==> src/rtl/sync_fifo_param.sv <==
// rtl/sync_fifo_param.sv - single-clock parameterised FIFO with status flags and error pulses
// Optional macro SYNC_FIFO_FWFT_EN selects first-word-fall-through read data.
module sync_fifo_param #(
   parameter int WIDTH     = 8,
   parameter int DEPTH     = 16,
   parameter int AF_THRESH = DEPTH - 2,
   parameter int AE_THRESH = 2
) (
   input  logic                     clk,
   input  logic                     rst,
   input  logic                     write_en,
   input  logic                     read_en,
   input  logic [WIDTH-1:0]         data_in,
   output logic [WIDTH-1:0]         data_out,
   output logic                     full,
   output logic                     empty,
   output logic                     almost_full,
   output logic                     almost_empty,
   output logic [$clog2(DEPTH):0]   count,
   output logic                     overflow,
   output logic                     underflow
);

   localparam int AW = $clog2(DEPTH);
   localparam int CW = AW + 1;
   localparam logic [CW-1:0] DEPTH_C = CW'(DEPTH);
   localparam logic [CW-1:0] AF_C    = CW'(AF_THRESH);
   localparam logic [CW-1:0] AE_C    = CW'(AE_THRESH);

   logic [WIDTH-1:0] mem [DEPTH];
   logic [AW-1:0]    wr_ptr;
   logic [AW-1:0]    rd_ptr;
   logic [CW-1:0]    cnt_q;
   logic             ovf_q;
   logic             udf_q;
   logic             rd_acc;
   logic             wr_acc;

   assign full         = (cnt_q == DEPTH_C);
   assign empty        = (cnt_q == '0);
   assign almost_full  = (cnt_q >= AF_C);
   assign almost_empty = (cnt_q <= AE_C);
   assign count        = cnt_q;
   assign overflow     = ovf_q;
   assign underflow    = udf_q;

   // A pop frees a slot in the same cycle, so a write at full is accepted alongside it.
   assign rd_acc = read_en && !empty;
   assign wr_acc = write_en && (!full || rd_acc);

   always_ff @(posedge clk or negedge rst) begin
      if (!rst) begin
         wr_ptr <= '0;
         rd_ptr <= '0;
         cnt_q  <= '0;
         ovf_q  <= 1'b0;
         udf_q  <= 1'b0;
      end else begin
         ovf_q <= write_en && full && !rd_acc;
         udf_q <= read_en && empty;
         if (wr_acc)
            wr_ptr <= wr_ptr + AW'(1);
         if (rd_acc)
            rd_ptr <= rd_ptr + AW'(1);
         if (wr_acc && !rd_acc)
            cnt_q <= cnt_q + CW'(1);
         else if (rd_acc && !wr_acc)
            cnt_q <= cnt_q - CW'(1);
      end
   end

   // Storage is deliberately left out of reset.
   always_ff @(posedge clk) begin
      if (wr_acc)
         mem[wr_ptr] <= data_in;
   end

`ifdef SYNC_FIFO_FWFT_EN
   assign data_out = empty ? '0 : mem[rd_ptr];
`else
   logic [WIDTH-1:0] data_q;

   always_ff @(posedge clk or negedge rst) begin
      if (!rst)
         data_q <= '0;
      else if (rd_acc)
         data_q <= mem[rd_ptr];
   end

   assign data_out = data_q;
`endif

endmodule

==> config.mk <==
export PLATFORM = sky130hd
export DESIGN_NAME = sync_fifo_param
export DESIGN_NICKNAME = d
export VERILOG_FILES = /design/src/rtl/sync_fifo_param.sv
export SDC_FILE = /design/constraint.sdc
export NUM_CORES = 1
export LEC_CHECK = 0
export BUFFER_PORTS_ARGS = -buffer_cell sky130_fd_sc_hd__buf_2
export CORE_MARGIN = 1
export CORE_UTILIZATION = 35
export CTS_CLUSTER_DIAMETER = 80
export CTS_CLUSTER_SIZE = 16
export DETAILED_ROUTE_END_ITERATION = 7
export GPL_TIMING_DRIVEN = 0
export HOLD_SLACK_MARGIN = 0.02
export PLACE_DENSITY = 0.55
export SLEW_MARGIN = 30
export SYNTH_ARGS = -nofsm -noshare
export SYNTH_HDL_FRONTEND = slang
export SYNTH_SLANG_ARGS = --single-unit
==> constraint.sdc <==
create_clock -name clk -period 8.4 [get_ports clk]
set_input_delay 1.26 -clock clk [delete_from_list [all_inputs] [get_ports clk]]
set_output_delay 1.26 -clock clk [all_outputs]
set_load 0.01 [all_outputs]
After elaboration in Yosys (flattened, before gate mapping)
Memories as Yosys holds them, arrays and structs flattened. A register that Yosys moved wholly into a read port is not among the register bits.
Index checks and enable logic that the tools add are counted.
Storage, ports and cells
  register bits: 15
  latch bits: 0
  memory bits (writable): 128
  memory bits (read-only): 0
  output and inout bits: 19
  word-level logic and storage cells: 32
  memories: 1
Operators by class
  add/subtract/negate cells: 4
  multiply operators: 0
  divide/modulo/power cells: 0
  magnitude comparators: 2
  equality and inequality tests: 1
  shifts and indexed selects: 0
  multiplexer cells: 4
  bitwise operators: 0
  reduce and logical (&&, ||, !) cells: 15
Memories
  mem: words 16, width 8, rd ports 1, clocked after memory_dff 1, write ports 1, line 30  | logic [WIDTH-1:0] mem [DEPTH];
Operators with widths (number)
  $mux W5: 2
  $add A4 B1 Y4 const B: 2
  $logic_and A1 B1 Y1: 7
  $add A5 B1 Y5 const B: 1
  $eq A5 B5 Y1 const B: 1
  $ge A5 B4 Y1 const B: 1
  $le A5 B2 Y1 const B: 1
  $logic_not A1 Y1: 5
  $logic_not A5 Y1: 1
  $sub A5 B1 Y5 const B: 1
  $mux W1: 2
  $reduce_bool A2 Y1: 1
  $logic_or A1 B1 Y1: 1

Logic depth before layout (Yosys ltp)
Gate-level depths: netlist of the first run.
  depth after elaboration: 9
  depth in mapped cells: 11
  depth with buffers taken out: 10

Worst setup path before layout of the first run
OpenSTA, ideal clock, no wires.
  kind: input to register
  from: in read_en
  to: reg cnt_q[4], in the netlist count[4]
  library setup time: 0.080 ns
  arrival: 2.923 ns
  path slack: 5.397 ns
  stages: 10
  path buffers: 1
  path through: o21a_2 > inv_2 > buf_4 > ha_1 > inv_1 > fa_1 > a21o_1 > a21oi_1 > mux2i_1 > xnor2_1
On the way
  cells in the longest elaborated chain, start to end: 6
  elaborated cells between the ends (all ways): 9
  those cells by class: mux: 1; reduce/logical: 8
RTL lines
  from (decl): line 12  | input logic read_en,
  $logic_and A1 B1 Y1 *: line 48  | assign rd_acc = read_en && !empty;
  $logic_or A1 B1 Y1: line 49  | assign wr_acc = write_en && (!full || rd_acc);
  $logic_and A1 B1 Y1: line 49
  $logic_not A1 Y1: line 67  | else if (rd_acc && !wr_acc)
  $logic_and A1 B1 Y1: line 67
  $reduce_bool A2 Y1 (no line)
  to (signal assigned): line 66  | cnt_q <= cnt_q + CW'(1);
  to (signal assigned): line 68  | cnt_q <= cnt_q - CW'(1);
  to (decl): line 33  | logic [CW-1:0] cnt_q;
Every way passes the cells marked *; elsewhere a longest branch is shown, timed or not.
A chain may end at the register's enable or synchronous reset.

Worst setup path in the final report of the first run
  from: reg cnt_q[0], in the netlist count[0]
  to: reg cnt_q[4], in the netlist count[4]
On the way
  cells in the longest elaborated chain, start to end: 8
  elaborated cells between the ends (all ways): 16
  those cells by class: add/sub: 2; eq/ne: 1; mux: 2; reduce/logical: 11
RTL lines
  parallel branches: the longest is 8 deep, another holds $sub A5 B1 Y5
Parallel ways; which one is timed is not known. The select of a mux whose other input is x is not followed.

==> results.md, run 1 <==
- Ys Warns: 0
- Pin count of the biggest net entering global routing: 24
- CTS tree: done
- Tot Pwr: 2.39 mW
- Ranking of synthesized cells by area: edfxtp_1, mux4_2, dfrtp_1, mux2i_1, ha_1
- Slew @ Worst Pin: 813 ps
- Status: finished, final reports clean
- Syn Nets: 330
- CP Class: flip-flop to flip-flop
- Top_reg_cell synth: edfxtp_1
- Placed Cells: 558
- Reg2Reg Depth: 11
- Syn Inst Count: 308
- DIE AREA: 0.0178 mm²
- First-pass GRT wire length: 18.6 mm
- Io pins: 31
- Final worst slack: 5220 ps
- CP Max Fanout: 10
- CTS max path bufs: 2
- Drt wl/cell: 19.9 µm
- Sum Neg Setup Slack: 0 ps
- Final worst path period share: 0.379
- Final wirelength: 11.7 mm
- Hold Path Depth: 2
- Flop-to-flop setup slack: 5220 ps
- Post-route cell area: 0.00703 mm²
- Critical Path RT: 8740 ps
- Gr usage total: 0.147
- Pre-antenna DRT Iters: 4
- HP Class: flip-flop to flip-flop
- Reg clk slew, reported paths: 60 ps
- Total Nets Final: 379
- Area growth syn-to-layout: 16.2%
- Post-Syn Area: 0.00605 mm²
- # rows: 47
- Gp weighted congestion: 0.690
- Final Non-Filler Cells: 590
- Vias in the first global route: 3090
- Max-slew violations: 0
- Max stage delay on crit path: 610 ps
- CTS Buf Count: 17
- Setup violators final: 0
- # port buffers: 30
- Seq/Total Area, Yosys: 0.731
- Post-synth ARST share: 0.152
- Post-DP Area: 0.00647 mm²
- Core Box Area: 0.0167 mm²
- Slew headroom: 0.458
- Gr ovfl total: 0
- Drc violations: 0
- Min cycle time layout: 3180 ps
- Chip Height: 133 µm
- Max H-tree Level: 4
- Crit path DAT: 3520 ps
- CTS Sinks: 151
- Diodes inserted: 0
- CP Cell Sequence: or4_4 > o21a_2 > inv_2 > buf_4 > ha_1 > inv_1 > fa_1 > a21o_1 > a21oi_1 > mux2i_1 > xnor2_1
- Vias: 2938
- Cell variety after synth: 35
- EDFF count, synth: 128
- Resized Gates After CTS: 0
- Synth Register Bits: 151
- Leak: 2.45 nW
- Fin. Hold Viols: 0
- RSZ-0062 raised after global routing: false
- F_max: 314 MHz
- CP Launch Type: flip-flop
- Clk_skew: 8.95 ps
- Share of layout cells above drive strength 1: 0.289
- CTS Root Cell: clkbuf_16
- Antenna-violating nets left: 0
- Avg Vias per Cell: 4.98
- DIE WIDTH: 133 µm
- Hpwl dp: 7.81 mm
- Hold bufs inserted after CTS: 0
- Final hold slack: 493 ps
- Share of the synthesized area in the top cell type: 0.636
- Post-synth top area cell: edfxtp_1
- Postcts setup bufs: 0
- Final core area utilization: 0.421
- WP buf/inv: 3
- Initial antenna violation count: 0
- Maxcap violations: 0
- Initial Util: 0.362
- Place WS: 5030 ps
- Syn avg cell area: 19.6 µm²
- Top cell family by delay on the critical path: compound AO/OA/AOI/OAI gates
- Worst skew pair latency: 420 ps
- Power density cells: 340 mW/mm²
- CP max-delay cell: or4_4
- Crit end category: flip-flop
- VDD IR-drop max: 0.170 mV
- Iter 0 DRT Violations: 230
- Crit path depth: 11
-- state kept, by name, summed over array words and instances, names as in the netlist --
name	count
overflow	1
data_out	8
count	5
mem	128
underflow	1
rd_ptr	4
wr_ptr	4
-- placed cells by master (no fill, tap or decap), drive strengths merged, types with 2 or more instances in the layout --
cell type,n
xnor2,9
nor3b,2
clkbuf,22
buf,39
o221ai,7
clkinvlp,3
ha,9
a2111oi,2
a21o,2
nand2,17
clkinv,7
and2,17
mux2i,16
nor2,5
mux4,32
o21ai,3
a21oi,2
edfxtp,128
inv,9
nand4,2
dfrtp,23
-- power breakdown --
group | switching (mW) | internal [mW] | leakage (nW)
clock network | 0.298 | 0.409 | 0.266
registers | 0.0611 | 0.931 | 1.44
logic | 0.371 | 0.318 | 0.748
-- worst paths after layout --
check | startpoint | to
setup / recovery | count[0] | count[4]
hold / removal | data_out[1] | data_out[1]
setup reg to reg | count[0] | count[4]
hold reg to reg | data_out[1] | data_out[1]
max in group asynchronous | rst | rd_ptr[0]
min in group asynchronous | rst | count[3]
-- cells in the mapped netlist (2+ instances only) --
master,n
a2111oi_0,2
a21o_1,2
a21oi_1,2
and2_1,17
buf_2,6
buf_4,2
clkbuf_1,4
dfrtp_1,23
edfxtp_1,128
ha_1,9
inv_1,4
inv_2,2
mux2i_1,16
mux4_2,32
nand2_1,17
nand4_1,2
nor2_1,5
nor3b_1,2
o21ai_0,3
o221ai_1,7
xnor2_1,9
-- cell families (layout without fill, tap and decap cells) --
group | count (synthesis) | after routing | share of synthesized area
adders and majority gates | 10 | 10 | 0.0219
AOI/OAI and AO/OA | 19 | 19 | 0.0261
xor gates and xnor gates | 10 | 10 | 0.0145
and+or+nand+nor | 50 | 50 | 0.0447
buffers and inverters | 19 | 81 | 0.0143
muxes | 49 | 49 | 0.148
DFF | 151 | 151 | 0.731
-- layer usage --
metal	part of all wire	wire, µm	track usage
met5	0	0	0
met4	0.013	154	0.0530
met3	0.043	498	0.0354
met2	0.49	5780	0.231
met1	0.45	5280	0.198
-- area by class of cell --
cell class	instances	area [µm²]
clock buffer	18	429
inverter	6	22.5
clock inverter	14	126
buffer	13	63.8
fill	1542	9670
tap	220	275
timing repair buffer	30	150
sequential	151	4420
multi-input combinational	138	1540
-- tightest hold or removal path, delay by kind of cell (launching register included) --
family / cells / cell delay, ps
AND/OR/NAND/NOR: 1 / 60
flip-flops: 1 / 340
AO/OA/AOI/OAI: 1 / 60
(Power assumes the default switching activity.)
==> run 2: changes to the inputs <==
--- a/config.mk
+++ b/config.mk
@@ -13,7 +13,7 @@
 export DETAILED_ROUTE_END_ITERATION = 7
 export GPL_TIMING_DRIVEN = 0
 export HOLD_SLACK_MARGIN = 0.02
-export PLACE_DENSITY = 0.55
+export PLACE_DENSITY = 0.57
 export SLEW_MARGIN = 30
 export SYNTH_ARGS = -nofsm -noshare
 export SYNTH_HDL_FRONTEND = slang
==> constraint.sdc (replaced) <==
create_clock -name clk -period 2.8 [get_ports clk]
set_input_delay 0.42 -clock clk [delete_from_list [all_inputs] [get_ports clk]]
set_output_delay 0.42 -clock clk [all_outputs]
set_load 0.01 [all_outputs]
==> run 2 against run 1 <==
  * Maximum frequency rose by 18%
  * Critical path depth did not move
  * Die area did not move
==> results.md, run 2 (synthesis gave the netlist of run 1 again) <==
- Slew @ Worst Pin: 792 ps (-21.5 ps)
- Place WS: -183 ps (-5210 ps)
- CTS Buf Count: 17 (unchanged)
- First-pass GRT wire length: 19.1 mm (+3.1%)
- RR Endpoint: count[4]
- CTS Root Cell: clkbuf_16
- Avg Vias per Cell: 4.98 (about the same)
- Gr ovfl total: 0 (unchanged)
- Sum Neg Setup Slack: 0 ps (unchanged)
- FF+latch area: 0.00442 mm² (about the same)
- Final wirelength: 12.2 mm (+3.9%)
- Reg clk slew, reported paths: 60 ps (about the same)
- CTS Sinks: 151 (unchanged)
- HP Class: input pin to flip-flop
- Gp weighted congestion: 0.732 (+6.1%)
- Antenna-violating nets left: 0 (unchanged)
- VDD IR-drop max: 0.513 mV (+200%)
- Initial antenna violation count: 0 (unchanged)
- Area growth syn-to-layout: 19.1%
- Leak: 2.52 nW (+2.9%)
- Most frequent cells in the layout: edfxtp_1, buf_2, mux4_2
- Share of layout cells above drive strength 1: 0.320 (+0.0310)
- Reg with most FFs: mem
- Slew headroom: 0.472 (+0.0143)
- # port buffers: 30 (unchanged)
- Final worst slack: 104 ps (-5110 ps)
- Max-slew violations: 0 (unchanged)
- CTS tree: done
- DIE AREA: 0.0178 mm² (unchanged)
- Hpwl dp: 7.74 mm (-0.79%)
- Final core area utilization: 0.431 (+0.0103)
- Fin. Hold Viols: 0 (unchanged)
- DIE WIDTH: 133 µm (unchanged)
- Pre-antenna DRT Iters: 4 (unchanged)
- Max H-tree Level: 4 (unchanged)
- Setup violators final: 0 (unchanged)
- Fill count: 1493 (-3.2%)
- CTS max path bufs: 2 (unchanged)
- Final worst path period share: 0.963 (+0.584)
- Gr usage total: 0.152 (+0.00528)
- Vias: 2992 (+1.8%)
- CP Launch Type: flip-flop
- Total Nets Final: 390 (+2.9%)
- Crit end category: flip-flop
- Min cycle time layout: 2700 ps (-488 ps)
- Area of the multi-input gates: 0.00158 mm² (+2.4%)
- WHS Endpoint: underflow
- RSZ-0062 raised after global routing: true
- Hold Path Depth: 2 (unchanged)
- Clk_skew: 19.5 ps (+10.6 ps)
- Crit path DAT: 3030 ps (-490 ps)
- Status: finished, final reports clean
- Iter 0 DRT Violations: 176 (-23%)
- Initial Util: 0.362 (unchanged)
- Io pins: 31 (unchanged)
- Final hold slack: 306 ps (-187 ps)
- Commonest non-fill, non-tap cell in the layout: edfxtp_1
- Maxcap violations: 0 (unchanged)
- Critical Path RT: 3130 ps (-5610 ps)
- F_max: 371 MHz (+18%)
- Hold Path Origin: read_en
- # rows: 47 (unchanged)
- Pin count of the biggest net entering global routing: 24 (unchanged)
- Core Box Area: 0.0167 mm² (unchanged)
- Drt wl/cell: 20.3 µm (+2.0%)
- Diodes inserted: 0 (unchanged)
- FF-to-FF Start: count[3]
- Worst skew pair latency: 430 ps (about the same)
- Reg2Reg Depth: 11 (unchanged)
- CP Class: flip-flop to flip-flop
- CP Max Fanout: 5 (-5)
- Chip Height: 133 µm (unchanged)
- Drc violations: 0 (unchanged)
- Flop-to-flop setup slack: 100 ps (-5110 ps)
- Power density cells: 1040 mW/mm² (+210%)
- Vias in the first global route: 3184 (+3.0%)
- Largest register FFs: 128 (unchanged)
==> run 2: cell types whose count changed in the layout (fill, tap and decap cells not counted), sizes merged <==
cell         before  now
clkbuf           22   25
inv               9    8
clkinvlp          3    2
dlygate4sd3       0    1
buf              39   49
bufinv            1    3
clkinv            7    4
==> run 2: power breakdown <==
| group | switching (mW) | internal [mW] | total (mW) |
|---|---|---|---|
| logic | 1.18 | 1.03 | 2.21 |
| clock network | 0.884 | 1.41 | 2.29 |
| registers | 0.172 | 2.80 | 2.97 |
==> run 2: what timing repair did <==
action,in CTS,in global routing
hold buffers,1,0
resized for setup,6,3
pin swaps,2,7
hold endpoints to repair,23,0
gates cloned,0,0
setup endpoints to repair,2,1
setup buffers,3,7
==> run 2: metal layers <==
| metal | vias to the layer above | global-route usage | wire length, µm |
|---|---|---|---|
| met1 | 1553 | 0.203 | 5460 |
| met3 | 10 | 0.0396 | 726 |
| met2 | 79 | 0.236 | 5830 |
| met5 | - | 0 | 0 |
| met4 | 0 | 0.0631 | 159 |
| li1 | 1350 | - | - |
==> run 2: worst max-delay path by stage <==
stage | from | slack, ps | endpoint
2_1_floorplan | count[2] | 3 | count[4]
3_3_place_gp | count[2] | -200 | count[4]
3_5_place_dp | count[2] | -180 | count[4]
4_1_cts | count[0] | 8 | count[4]
5_1_grt | count[3] | -30 | count[4]
6_report | count[3] | 100 | count[4]
==> run 2: final cells by class <==
type / instances / area share
Buffer: 13 / 0.00991
Clock buffer: 21 / 0.0612
Clock inverter: 11 / 0.0209
Inverter: 6 / 0.00382
Multi-Input combinational cell: 138 / 0.219
Sequential cell: 151 / 0.614
Tap cell: 220 / 0.0382
Timing Repair Buffer: 41 / 0.0327
==> run 2: through the flow <==
stage | area [µm²] | total power [mW] | cells
6_report | 7200 | 7.47 | 601
5_1_grt | 7200 | 7.85 | 601
4_1_cts | 7130 | 7.50 | 594
3_5_place_dp | 6480 | 5.15 | 558
3_3_place_gp | 6480 | 5.10 | 558
2_1_floorplan | 6060 | 4.48 | 308
==> run 2: critical path: stages, from the launching register on <==
cell and delay (ps):
dfrtp_1 390, or4_4 580, o21a_4 240, inv_4 60, buf_8 100, ha_4 140
inv_4 50, fa_2 380, a21o_1 180, a21oi_2 140, mux2i_1 230, xnor2_1 130
